===== src/rtl/serial_sub_pkg.sv =====
// Shared types and helpers for the serial subtractor: FSM state encoding and
// the step-counter width function.
package serial_sub_pkg;

  typedef enum logic [1:0] {
    IDLE = 2'd0,
    RUN  = 2'd1,
    DONE = 2'd2
  } state_t;

  // Width of a counter that must hold 0..n-1; never narrower than one bit.
  function automatic int clog2_min1(input int n);
    int w;
    w = 1;
    while ((1 << w) < n) w++;
    return w;
  endfunction

endpackage


===== src/rtl/full_sub_cell.sv =====
// Combinational 1-bit full subtractor: d = a - b - bin with borrow-out.
module full_sub_cell (
  input  logic a,
  input  logic b,
  input  logic bin,
  output logic d,
  output logic bout
);

  assign d    = a ^ b ^ bin;
  assign bout = (~a & b) | (~(a ^ b) & bin);

endmodule


===== src/rtl/serial_subtractor.sv =====
// Multi-cycle subtractor diff = a - b - bin, SLICE bits per clock, LSB first.
// Optional SERIAL_SUB_SAT_EN: unsigned saturation of diff to 0 on final borrow.
module serial_subtractor
  import serial_sub_pkg::*;
#(
  parameter int WIDTH = 8,
  parameter int SLICE = 1
) (
  input  logic             clk,
  input  logic             rst,
  input  logic             start,
  input  logic [WIDTH-1:0] a,
  input  logic [WIDTH-1:0] b,
  input  logic             bin,
  output logic             busy,
  output logic             done,
  output logic [WIDTH-1:0] diff,
  output logic             bout,
  output logic             ovf
);

  localparam int N  = WIDTH / SLICE;
  localparam int SW = clog2_min1(N);
  localparam logic [SW-1:0] LAST = SW'(N - 1);

  state_t           state;
  state_t           state_next;
  logic [WIDTH-1:0] a_sh;
  logic [WIDTH-1:0] b_sh;
  logic [WIDTH-1:0] shadow;
  logic [WIDTH-1:0] shadow_next;
  logic [WIDTH-1:0] diff_final;
  logic             br;
  logic [SW-1:0]    step;
  logic             a_msb;
  logic             b_msb;
  logic [SLICE:0]   chain;
  logic [SLICE-1:0] d_slice;
  logic             accept;
  logic             last_step;

  // Ripple-borrow slice: the registered borrow feeds the lowest cell.
  assign chain[0] = br;

  for (genvar i = 0; i < SLICE; i++) begin : g_cell
    full_sub_cell u_cell (
      .a    (a_sh[i]),
      .b    (b_sh[i]),
      .bin  (chain[i]),
      .d    (d_slice[i]),
      .bout (chain[i+1])
    );
  end

  // Each step's result slice lands at its final bit position in the shadow.
  always_comb begin
    shadow_next = shadow;
    shadow_next[int'(step) * SLICE +: SLICE] = d_slice;
  end

`ifdef SERIAL_SUB_SAT_EN
  assign diff_final = chain[SLICE] ? '0 : shadow_next;
`else
  assign diff_final = shadow_next;
`endif

  assign accept    = start && (state != RUN);
  assign last_step = (state == RUN) && (step == LAST);
  assign busy      = (state == RUN);
  assign done      = (state == DONE);

  always_comb begin
    state_next = state;
    case (state)
      IDLE:    if (start) state_next = RUN;
      RUN:     if (step == LAST) state_next = DONE;
      DONE:    state_next = start ? RUN : IDLE;
      default: state_next = IDLE;
    endcase
  end

  always_ff @(posedge clk) begin
    if (rst) begin
      state  <= IDLE;
      a_sh   <= '0;
      b_sh   <= '0;
      shadow <= '0;
      br     <= 1'b0;
      step   <= '0;
      a_msb  <= 1'b0;
      b_msb  <= 1'b0;
      diff   <= '0;
      bout   <= 1'b0;
      ovf    <= 1'b0;
    end else begin
      state <= state_next;
      if (accept) begin
        a_sh   <= a;
        b_sh   <= b;
        shadow <= '0;
        br     <= bin;
        step   <= '0;
        a_msb  <= a[WIDTH-1];
        b_msb  <= b[WIDTH-1];
      end else if (state == RUN) begin
        a_sh   <= a_sh >> SLICE;
        b_sh   <= b_sh >> SLICE;
        shadow <= shadow_next;
        br     <= chain[SLICE];
        step   <= step + SW'(1);
      end
      // Overflow uses the unsaturated sign bit so it always describes a - b - bin.
      if (last_step) begin
        diff <= diff_final;
        bout <= chain[SLICE];
        ovf  <= (a_msb ^ b_msb) & (a_msb ^ shadow_next[WIDTH-1]);
      end
    end
  end

endmodule


===== config.mk =====
export PLATFORM = sky130hd
export DESIGN_NAME = serial_subtractor
export DESIGN_NICKNAME = d
export VERILOG_FILES = /design/src/rtl/serial_sub_pkg.sv /design/src/rtl/full_sub_cell.sv /design/src/rtl/serial_subtractor.sv
export SDC_FILE = /design/constraint.sdc
export NUM_CORES = 1
export LEC_CHECK = 0
export ABC_AREA = 1
export CORE_ASPECT_RATIO = 1.5
export CORE_MARGIN = 3
export CORE_UTILIZATION = 45
export DETAILED_ROUTE_END_ITERATION = 7
export PLACE_DENSITY_LB_ADDON = 0.15
export RECOVER_POWER = 50
export SYNTH_ARGS = -nofsm -noshare
export SYNTH_HDL_FRONTEND = slang
export SYNTH_HIERARCHICAL = 1
export SYNTH_SLANG_ARGS = --single-unit

===== constraint.sdc =====
create_clock -name clk -period 5.6 [get_ports clk]
set_clock_uncertainty 0.2 [all_clocks]
set_input_delay 0.56 -clock clk [delete_from_list [all_inputs] [get_ports clk]]
set_output_delay 0.56 -clock clk [all_outputs]
set_load 0.03 [all_outputs]

Word-level counts from Yosys, hierarchy flattened --
Cells that the tools add are included.
Word-level totals: bits in registers 42, bits in latches 0, memory bits (writable) 0, ROM bits 0, input port bits 20, output and inout bits 12, logic and storage cells 48, memories 0
Cells by class: add/subtract/negate cells 2, $mul 0, divide/modulo/power cells 0, $lt $le $gt $ge 0, equality and inequality tests 6, shift operators 2, muxes and demuxes 11, bitwise logic cells 10, reductions and logical operators 6
Operators with widths (count):
- negation 3 -> 33 bit | 1
- variable shift 1 x 33 -> 8 bit, first input constant | 1
- indexed part select 1 x 33 -> 8 bit | 1
- 2-to-1 mux 8 bit | 4
- bitwise mux 8 bit | 1
- case mux 2 bit (3 select lines) | 1
- 2-to-1 mux 2 bit | 2
- != test 2 x 1 -> 1 bit, second input constant | 2
- bitwise XOR 1 bit | 4
- adder 3 x 1 -> 3 bit, second input constant | 1
- AND 1 bit | 3
- == test 3 bit, second input constant | 1
- 2-to-1 mux 1 bit | 3
- == test 2 x 1 -> 1 bit, second input constant | 1
- == test 2 bit, second input constant | 1
- logical AND 1 bit | 2
- logical NOT 2 bit | 1
- != test 2 bit, second input constant | 1
- inverter 1 bit | 2
- AND reduction 2 bit | 1
- nonzero test 2 bit | 1
- OR reduction 2 bit | 1
- OR 1 bit | 1

Depth between registers and ports, before layout --
Gate-level depths: netlist (run 1).
word-level depth 6, gate-level depth with buffers 13

By module --
The synthesis (run 1) kept the hierarchy.
Modules (own cells, without submodules):
- serial_subtractor | times used 1, cells an instance 276, area each 2028.2 µm², seq. area each 840.8 µm²
- full_sub_cell | times used 1, cells an instance 4, area each 31.3 µm², seq. area each 0.0 µm²

Worst setup path before layout (run 1) --
Ideal clock, no wire load.
path kind register to register, from reg step[0], to reg ovf, data arrival time 1.712 ns, data required time 5.291 ns, path slack 3.579 ns, cell stages (with the launch flop) 14, clock period less this slack 2.021 ns, cells stage by stage dfxtp_1 inv_1 ha_1 ha_1 inv_1 nand2_1 inv_1 nand2_1 nand2_1 nand2_1 nand2_1 nand3_1 nand2_1 inv_1
On the way: longest elaborated chain between the ends 5, elaborated cells on any way between the ends 8
Ends and longest elaborated chain:
- start: declaration | RTL line serial_subtractor.sv:34 | logic [SW-1:0] step;
- start signal: assignment | RTL line serial_subtractor.sv:110 | step <= step + SW'(1);
- negation 3 -> 33 bit | RTL line serial_subtractor.sv:58 | shadow_next[int'(step) * SLICE +: SLICE] = d_slice;
- indexed part select 1 x 33 -> 8 bit or variable shift 1 x 33 -> 8 bit (tied branches) | RTL line serial_subtractor.sv:58
- bitwise mux 8 bit | RTL line serial_subtractor.sv:58
- bitwise XOR 1 bit | RTL line serial_subtractor.sv:116 | ovf <= (a_msb ^ b_msb) & (a_msb ^ shadow_next[WIDTH-1]);
- AND 1 bit | RTL line serial_subtractor.sv:116
- end signal: assignment | RTL line serial_subtractor.sv:116
- end: declaration | RTL line serial_subtractor.sv:19 | output logic ovf
Several ways; a longest one is shown, not always the timed one. A chain may end at the register's enable or synchronous reset.

Final worst setup path (run 1) --
from in start, to reg shadow[7]
On the way: longest elaborated chain between the ends 2
Ends and longest elaborated chain:
- start: declaration | RTL line serial_subtractor.sv:11 | input logic start,
- logical AND 1 bit | RTL line serial_subtractor.sv:67 | assign accept = start && (state != RUN);
- OR reduction 2 bit (no source line)
- end signal: assignment | RTL line serial_subtractor.sv:108 | shadow <= shadow_next;
- end: declaration | RTL line serial_subtractor.sv:30 | logic [WIDTH-1:0] shadow;
No other way between the ends.

==> metrics.cfg, run 1 <==
[power]
ir_drop_v=0.000164
power_density_mw_per_mm2=249
cellLeakagePower_nw=1.14
power_mw=0.605

[global_route]
antenna_found_initial=0
grt_pass1_vias=1664
grt_usage=0.170
grt_max_degree=30
grt_pass1_wl_mm=6.97
grt_overflow=0

[clocking]
clk_latency_ns=0.30
postCtsHoldBufs=0
clockRootBuffer=clkbuf_8
htreeDepth=2
cts_resized=0
cts_inserted_buffers=5
clk_pin_slew_ns=0.08
cts_tree=yes
clk_path_buf_depth=2
cts.sinks=42
cts_setup_buffers=0

[layout]
area_delta_synth_final_pct=18.2
layout-drive-gt1-share=0.0550
final_cells=355
fillers=424
insertedDiodeCount=0
fin_nets=336

[sta]
fmax_ghz=0.376
rsz0062_at_grt=false
tightest_slew_ns=1.01
slew_viol_final=0
fin_setup_tns_ns=0
period_share=0.474
period_minus_slack_ns=2.66
relSlewSlack=0.321
final-setup-viol-count=0
finalHoldViolations=0

[yosys]
ys_top_cells_by_count=nand2_1 (57), inv_1 (56), dfxtp_1 (42)
synth_largest_area_cell=dfxtp_1
synth_nets=308
synthFlopType=dfxtp_1
syn_area_per_cell_um2=7.36
yosysMostFrequentCell=nand2_1
syn_inst=280
synth_edf_count=0
ys_types=27
syn_area_mm2=0.00206
ys.warnings.count=6
ys_seq_elements=42
yosysTopAreaCellShare=0.408
async_flop_share=0
synth_area_leaders=dfxtp_1 (41%), nand2_1 (10%), inv_1 (10%)
ys_seq_area_frac=0.408

[critical_path]
critPathKind=in -> reg
reg2reg_depth=12
cp_data_required_time_ns=5.57
critPathMaxFanout=16
start_kind=primary input
worstPathArrival_ns=2.63
r2r_slack_ns=3.28
critPathCaptureType=flip-flop
timing.rr.end=ovf
crit-reg2reg-launch=step[0]

[placement]
place_hpwl_mm=3.15
place_inst=347
place.gp.congestion=0.729
portBuffers=31

[floorplan]
start_util=0.477
die_w_um=61.2
dieArea_mm2=0.00544
io_pins=32
die_h_um=88.9
rows=29
coreArea_mm2=0.00432

[drt]
first_iter_violations=60
wirelength_mm=4.19
drcViolationCount=0
first_pass_iters=4
vias_per_cell=5.09
ant_nets=0
vias=1808
avgRoutedWirePerCell_um=11.8

[hold_path]
min_to=b_sh[7]
hold_class=reg -> reg
holdCritStartpoint=b_sh[7]
hold_depth=2

[flow_run]
maxCapViolations=0

[run_status]
status=complete, no violations

-- placed cells by master, fill, tap and decap left out, drive strengths merged, types with 7 or more instances in the layout --
master	n
nand3	15
a21oi	18
dfxtp	42
o221ai	10
clkdlybuf4s50	20
nand2	60
inv	61
nor2	16
o21ai	26
ha	7
dlygate4sd3	11
-- metrics by stage --
step | cell area, um^2 | util | hold WS [ns] | setup WS (ns)
after floorplan | 2060 | - | 0.242 | 3.58
after global placement | 2350 | 0.545 | 0.277 | 3.10
after detailed placement | 2350 | 0.545 | 0.272 | 3.03
after CTS | 2440 | 0.566 | 0.287 | 2.93
after global routing | 2430 | 0.564 | 0.307 | 2.72
final | 2430 | 0.564 | 0.289 | 2.94
-- worst max-delay path, stage by stage --
cell,delay (ns)
dlygate4sd3_1,0.55
inv_1,0.10
nor2_1,0.79
inv_2,0.12
nand2_1,0.25
inv_2,0.11
o21ai_0,0.09
a21oi_1,0.06
-- logic make-up after synthesis --
group / Yosys count / share of synthesized area
AND/OR/NAND/NOR: 96 / 0.210
buffers and inverters: 71 / 0.148
AO/OA/AOI/OAI: 63 / 0.181
flip-flops: 42 / 0.408
adder cells (fa/ha/maj): 8 / 0.0522
-- how the worst max path moves through the flow --
| stage | startpoint | endpoint | slack, ns |
|---|---|---|---|
| 4_1_cts | state[0] | busy | 2.93 |
| 3_5_place_dp | rst | shadow[5] | 3.03 |
| 6_report | start | shadow[7] | 2.94 |
| 5_1_grt | start | shadow[7] | 2.72 |
| 2_1_floorplan | step[0] | ovf | 3.58 |
| 3_3_place_gp | rst | shadow[6] | 3.10 |
-- flip-flops by register name, indices dropped and copies added, names as in the netlist --
signal / count
diff: 8
a_sh: 8
ovf: 1
b_sh: 8
state: 2
a_msb: 1
shadow: 8
bout: 1
b_msb: 1
br: 1
step: 3
-- final cells by class --
class                   count  area, um^2  area share
well taps                  46        57.6      0.0237
clock inverters             3        21.3     0.00874
repair buffers             31         310       0.128
clock buffers               5        68.8      0.0283
multi-input cells         167         903       0.371
inverters                  61         231      0.0951
flip-flops and latches     42         841       0.346
-- report_power, final --
| part | internal, mW | switching (mW) | total [mW] |
|---|---|---|---|
| clock network | 0.0876 | 0.109 | 0.197 |
| logic | 0.0357 | 0.0552 | 0.0908 |
| registers | 0.312 | 0.00591 | 0.318 |
| total | 0.435 | 0.170 | 0.605 |
-- layer usage --
layer,global-route usage,vias to the layer above,wire length (um)
met3,0.0321,9,151
met1,0.178,810,1760
met2,0.313,39,2190
met5,0,-,0
met4,0.0769,0,85
li1,-,950,-
No activity file was read; power rests on OpenSTA's default activity.
==> run 2, diff against run 1 <==
==> constraint.sdc (replaced) <==
create_clock -name clk -period 2.52 [get_ports clk]
set_clock_uncertainty 0.2 [all_clocks]
set_input_delay 0.252 -clock clk [delete_from_list [all_inputs] [get_ports clk]]
set_output_delay 0.252 -clock clk [all_outputs]
set_load 0.03 [all_outputs]
==> run 2 against run 1 <==
Sequential share of layout area fell by 0.59 points. Combinational power rose by 130%. Sequential power rose by 120%. Critical endpoint is now ovf.
==> metrics.cfg, run 2 (synthesis results as in run 1) <==
[layout]
layout-drive-gt1-share=0.0513
area_delta_synth_final_pct=20.2
multi_input_area_um2=911
regArea_um2=841
insertedDiodeCount=0
design_area_mm2=0.00248
fin_nets=339
final_cell_mix=inv_1 (58), nand2_1 (58), dfxtp_1 (42)
fillers=417
final_cells=358

[sta]
period_minus_slack_ns=2.24
period_share=0.890
finalHoldViolations=0
final-setup-viol-count=0
tightest_slew_ns=0.694
slew_viol_final=0
relSlewSlack=0.537
fmax_ghz=0.446
fin_setup_tns_ns=0
rsz0062_at_grt=false

[clocking]
postCtsHoldBufs=0
cts_resized=0
clockRootBuffer=clkbuf_8
cts.sinks=42
clk_path_buf_depth=2
htreeDepth=2
cts_setup_buffers=0
cts_inserted_buffers=5
cts_tree=yes
clk_latency_ns=0.29
clk_pin_slew_ns=0.08

[power]
p_sw_mw=0.359
ir_drop_v=0.000341
power_density_mw_per_mm2=577
switching_share=0.251
cellLeakagePower_nw=1.15
p_int_mw=1.07
pwr-share-comb=0.144
pwr-share-seq=0.494
clkPwrFrac=0.363

[hold_path]
hold_class=reg -> reg
hold_depth=2
holdCritStartpoint=b_sh[7]
min_to=b_sh[7]

[drt]
wl_met3_um=147
dr_wl_met2_mm=2.20
wl_met1_mm=1.72
ant_nets=0
vias=1804
wirelength_mm=4.19
first_pass_iters=4
avgRoutedWirePerCell_um=11.7
drcViolationCount=0
first_iter_violations=59
top_layer=met4
vias_per_cell=5.04

[critical_path]
start_kind=flip-flop
crit-reg2reg-launch=step[0]
timing.rr.end=ovf
r2r_slack_ns=0.28
critPathKind=reg -> reg
critPathCaptureType=flip-flop
cp_data_required_time_ns=2.52
critPathMaxFanout=8
worstPathArrival_ns=2.25
reg2reg_depth=13

[placement]
portBuffers=31
place_area_mm2=0.00238
place_hpwl_mm=3.10
place_inst=350
place.gp.congestion=0.926

[run_status]
status=complete, no violations

[global_route]
grt_max_degree=29
grt_overflow=0
grt_pass1_wl_mm=7.28
antenna_found_initial=0
grt_pass1_vias=1743
grt_usage=0.178

[floorplan]
start_util=0.477
rows=29
coreArea_mm2=0.00432
io_pins=32
die_w_um=61.2
die_h_um=88.9
dieArea_mm2=0.00544

[flow_run]
maxCapViolations=0

## run 2: cell types whose count changed in the layout (fill, tap and decap cells not counted), moves of 2 or more
| cell | delta |
|---|---|
| dlygate4sd3_1 | -4 |
| inv_2 | -2 |
| clkbuf_1 | +3 |
| clkdlybuf4s50_1 | +4 |
| inv_1 | +2 |
## run 2: final cells by class
| class | count | share of cell area |
|---|---|---|
| well taps | 46 | 0.0232 |
| clock inverters | 2 | 0.0152 |
| inverters | 61 | 0.0935 |
| clock buffers | 6 | 0.0293 |
| flip-flops and latches | 42 | 0.340 |
| multi-input cells | 167 | 0.368 |
| repair buffers | 34 | 0.131 |
## run 2: power groups by stage
stage | registers [mW] | clock network, mW | logic, mW
2_1_floorplan | 0.718 | 0 | 0.151
3_3_place_gp | 0.720 | 0 | 0.208
3_5_place_dp | 0.721 | 0 | 0.209
4_1_cts | 0.706 | 0.534 | 0.211
5_1_grt | 0.709 | 0.562 | 0.236
6_report | 0.705 | 0.518 | 0.205
## run 2: worst max path at each step
| stage | start | endpoint | slack, ns | depth (start not counted) |
|---|---|---|---|---|
| 5_1_grt | step[0] | ovf | 0.02 | 13 |
| 3_3_place_gp | step[0] | ovf | 0.38 | 13 |
| 2_1_floorplan | step[0] | ovf | 0.50 | 13 |
| 4_1_cts | step[0] | ovf | 0.29 | 13 |
| 6_report | step[0] | ovf | 0.28 | 13 |
| 3_5_place_dp | step[0] | ovf | 0.29 | 13 |
## run 2: routing by layer
layer | vias up | GRT usage
met5 | - | 0
met4 | 0 | 0.0809
met3 | 13 | 0.0438
met2 | 41 | 0.316
met1 | 794 | 0.192
li1 | 956 | -
## run 2: per-stage QoR
stage | setup WS [ns] | total power, mW | hold WS, ns | util
floorplan | 0.499 | 0.868 | 0.121 | -
global route | 0.0221 | 1.51 | 0.303 | 0.573
finish | 0.276 | 1.43 | 0.287 | 0.573
detailed placement | 0.288 | 0.931 | 0.276 | 0.550
CTS | 0.293 | 1.45 | 0.288 | 0.576
global placement | 0.382 | 0.928 | 0.270 | 0.550
## run 2: critical path, stage by stage, from the launching register on
cell     delay [ns]
dfxtp_1        0.47
inv_1          0.21
ha_1           0.25
ha_1           0.35
inv_1          0.14
nand2_1        0.08
inv_1          0.05
nand2_1        0.05
nand2_1        0.07
nand2_1        0.08
nand2_1        0.06
nand3_1        0.06
nand2_1        0.06
inv_1          0.03
==> patch 1: new RTL, flow settings as in run 2 <==
The parameter `WIDTH` goes from 8 to 6.
--- a/src/rtl/serial_subtractor.sv
+++ b/src/rtl/serial_subtractor.sv
@@ -4,5 +4,5 @@
   import serial_sub_pkg::*;
 #(
-  parameter int WIDTH = 8,
+  parameter int WIDTH = 6,
   parameter int SLICE = 1
 ) (
Interface: changed (resized a, b and diff); port bits go from 32 to 26. The function was not compared with the original's and may differ.
==> patch 1 against run 2 <==
- routed wire length decreased by 17%
- core utilization increased by 0.24 points
- worst setup slack improved by 0.029 ns
- sequential cell count decreased by 8
- first-iteration DRC count decreased by 49%
- die area decreased by 16%
- combinational power decreased by 15%
- global-route usage decreased by 0.56 points
- synthesized cell count decreased by 18%
- total power decreased by 21%
- area after synthesis decreased by 18%
- final area decreased by 18%
==> patch 1: results (changes against run 2) <==
compound-cell area share of the yosys netlist 15.3% (was 18.1%); Multi-input gate area 757 µm² (was 911 µm²); drt via density 4.99 (was 5.04); Mapped Cells 230 (was 280); top post-synthesis cells by area dfxtp_1 (40%), nand2_1 (10%), inv_1 (9.9%) (was dfxtp_1 (41%), nand2_1 (10%), inv_1 (10%)); Reg2Reg Setup Slack 0.30 ns (was 0.28 ns); Final #Nets 280 (was 339); XOR/XNOR Fraction of Synth Area 0.516% (was 0%); clock network power 0.390 mW (was 0.518 mW); GRT met1 Usage 18.4% (was 19.2%); CP peak stage delay 0.78 ns (was 0.47 ns); GRT met3 Usage 3.66% (was 4.38%); first-pass GRT wire length 6130 µm (was 7280 µm); Placement Setup Slack 0.439 ns (was 0.288 ns); top fanout value on the critical path 14 (was 8); post-place instance area 1960 µm² (was 2380 µm²); placed cells 293 (was 350); vias in the first global route 1397 (was 1743); WL met3 103 µm (was 147 µm); combinational share of power 15.4% (was 14.4%); r2r endpoint shadow[4] (was ovf); routed vias 1491 (was 1804); slowest cell on the critical path nor2_1 (was dfxtp_1); setup repair bufs after CTS 0 (unchanged); met2 usage 32.1% (was 31.6%); Metal-1 WL 1430 µm (was 1720 µm); Reg2Reg Depth 10 (was 13); layout cells sized above 1 6.23% (was 5.13%); Leakage 0.917 nW (was 1.15 nW); Root Driver clkbuf_8 (unchanged); Critical R2R Launch state[1] (was step[0]); clock slew at reported path FFs 0.06 ns (was 0.08 ns); power share of the clock group 34.3% (was 36.3%); status finished clean (unchanged); synth cell count leaders nand2_1 (47), inv_1 (45), dfxtp_1 (34), nor2_1 (20), nand3_1 (15) (was nand2_1 (57), inv_1 (56), dfxtp_1 (42), o21ai_0 (24), a21oi_1 (18)); GRT Resource Usage Total 17.2% (was 17.8%); Slew @ Worst Pin 0.971 ns (was 0.694 ns); crit share post-route 87.9% (was 89.0%); Routed Wire Length 3490 µm (was 4190 µm); drt first-iter violations 30 (was 59); Worst Path Arrival 2.20 ns (was 2.25 ns); synthesized netlist net count 252 (was 308); WHS 0.275 ns (was 0.287 ns); # fillers 356 (was 417); largest net degree at the start of global routing 20 (was 29); sequential-to-total area share from yosys stat 40.1% (was 40.8%); hpwl dp 2600 µm (was 3100 µm); worst vdd ir 0.365 mV (was 0.341 mV); adder-cell area share of the yosys netlist 4.86% (was 5.22%); hold path start a_sh[5] (was b_sh[7]); input/output buffers 25 (was 31); WHS Endpoint a_sh[5] (was b_sh[7])
[patch 1: cell count changes after synthesis, moves of 4 or more]
cell            run 2  this run
a21oi_1            18        10
buf_2               5         1
dfxtp_1            42        34
inv_1              56        45
nand2_1            57        47
nor2_1             13        20
o21ai_0            24        12
[patch 1: worst max path at each step]
stage               startpoint         to  depth (start not counted)
floorplan              step[0]        ovf                         11
global placement       step[0]        ovf                         11
detailed placement     step[0]        ovf                         11
CTS                    step[0]        ovf                         11
global route          state[1]  shadow[3]                         10
finish                state[1]  shadow[4]                         10
[patch 1: cell type report]
type	instances	area share [%]
clock buffer	6	4.08
tap	42	2.60
inverter	48	8.91
timing repair buffer	28	13.4
multi-input combinational	141	37.4
sequential	34	33.6
[patch 1: cell families after synthesis]
kind of cell    after synthesis
xor+xnor                      1
flops                        34
buf+inv                      55
simple gates                 94
compound gates               40
fa+ha+maj                     6
==> patch 2: new RTL, settings of run 2 <==
Without the edit above. Put a register stage on the outputs `busy` and `done`, cleared by the reset. The values now appear one clock later. The other outputs are not delayed to match.
--- a/src/rtl/serial_subtractor.sv
+++ b/src/rtl/serial_subtractor.sv
@@ -67,6 +67,13 @@
   assign accept    = start && (state != RUN);
   assign last_step = (state == RUN) && (step == LAST);
-  assign busy      = (state == RUN);
-  assign done      = (state == DONE);
+  always_ff @(posedge clk) begin
+    if (rst) begin
+      busy <= '0;
+      done <= '0;
+    end else begin
+      busy <= (state == RUN);
+      done <= (state == DONE);
+    end
+  end
 
   always_comb begin
Function: changed (a bounded check fails within 4 cycles, from zero or initial values and one cycle with rst high).
==> patch 2 against run 2 <==
- routed wire length up 6.1%
- die area up 2.6%
- worst setup slack better by 0.11 ns
- sequential cell count up 2
- area after synthesis up 2.9%
- final area up 2.9%
- non-clock buffer count unchanged
- total power up 11%
- clock power up 14%
- critical path type unchanged
- critical endpoint unchanged
- largest cell class unchanged
- largest power group unchanged
==> patch 2: results (changes against run 2) <==
sequential-to-total area share from yosys stat 41.6% (was 40.8%); hpwl dp 3310 µm (was 3100 µm); CTS Sinks 44 (was 42); post-route insts no fill 372 (was 358); vias in the first global route 1802 (was 1743); clk buf depth 2 (unchanged); largest net degree at the start of global routing 20 (was 29); GRT Resource Usage Total 17.7% (was 17.8%); CLK BUF 7 (was 6); synth unique cells 31 (was 27); invs w/o clock 53 (was 61); input/output buffers 31 (unchanged); placed cells 364 (was 350); Leakage 1.13 nW (was 1.15 nW); drt via density 4.90 (was 5.04); GRT met3 Usage 3.87% (was 4.38%); synth cell count leaders nand2_1 (66), inv_1 (49), dfxtp_1 (44), o21ai_0 (21), a21oi_1 (18) (was nand2_1 (57), inv_1 (56), dfxtp_1 (42), o21ai_0 (24), a21oi_1 (18)); clock buffer count from CTS 5 (unchanged); GP Congestion 0.913 (was 0.926); met2 usage 31.6% (about the same); antenna diode count 0 (unchanged); Post-CTS Resized 0 (unchanged); Slew @ Worst Pin 0.756 ns (was 0.694 ns); Multi-input gate area 923 µm² (was 911 µm²); sw frac 25.8% (was 25.1%); routed len/inst 11.9 µm (was 11.7 µm); layout cells sized above 1 6.45% (was 5.13%); delay-heaviest family, CP adder cells (unchanged); Worst-Skew Late Latency 0.29 ns (about the same); # fillers 419 (was 417); signal buffers share of area 13.1% (about the same); top post-synthesis cells by area dfxtp_1 (42%), nand2_1 (12%), inv_1 (8.7%) (was dfxtp_1 (41%), nand2_1 (10%), inv_1 (10%)); Worst Path Arrival 2.13 ns (was 2.25 ns); Multi-In Gates 171 (was 167); first-pass GRT wire length 7670 µm (was 7280 µm); drt first-iter violations 72 (was 59); setup repair bufs after CTS 0 (unchanged); Final #Nets 337 (was 339); worst vdd ir 0.378 mV (was 0.341 mV); Mapped Cells 277 (was 280); status finished clean (unchanged); Async S/R FF share, synth 0% (unchanged); GRT met1 Usage 19.4% (was 19.2%); synthesized netlist net count 305 (was 308); sequential cell area share 34.6% (was 34.0%); Final clock-cell share 4.96% (was 4.45%)
## patch 2: cell count changes after synthesis, moves of 2 or more
cell,change
nand2_1,+9
inv_1,-7
nand3_1,-4
o21ai_0,-3
dfxtp_1,+2
nor2_8,+2
o221ai_1,-2
o22ai_1,-2
## patch 2: final timing paths
path         cells after the start  slack, ns  endpoint     start
max                             11       0.39       ovf   step[0]
min                              1       0.20      done  state[0]
max reg2reg                     11       0.39       ovf   step[0]
min reg2reg                      1       0.20      done  state[0]
## patch 2: layer usage
layer | share of wire, % | vias up | wire (µm)
met5 | 0 | - | 0
met4 | 1.7 | 0 | 76
met3 | 2.8 | 8 | 125
met2 | 54 | 30 | 2410
met1 | 41 | 830 | 1830
li1 | - | 955 | -
## patch 2: cells by family (layout without fill, tap and decap cells)
family          count (synthesis)  in the layout  synth area share, %
buf+inv                        62             95                 12.9
compound gates                 62             62                 18.3
flops                          44             44                 41.6
simple gates                  101            101                 22.2
fa+ha+maj                       8              8                 5.08
## patch 2: per-stage QoR
step	area, µm²	util, %	power (mW)	worst slack, ns
2_1_floorplan	2120	-	0.947	0.567
5_1_grt	2550	58.0	1.66	0.116
4_1_cts	2590	59.0	1.61	0.396
6_report	2550	58.0	1.58	0.390
3_3_place_gp	2460	56.1	1.02	0.452
3_5_place_dp	2460	56.1	1.02	0.400
## patch 2: power by group through the flow
stage                     clock [mW]  sequential (mW)  combinational [mW]
final                          0.591            0.746               0.245
after global placement             0            0.762               0.255
after detailed placement           0            0.763               0.258
after floorplan                    0            0.762               0.185
after global routing           0.631            0.750               0.280
after CTS                      0.600            0.747               0.260
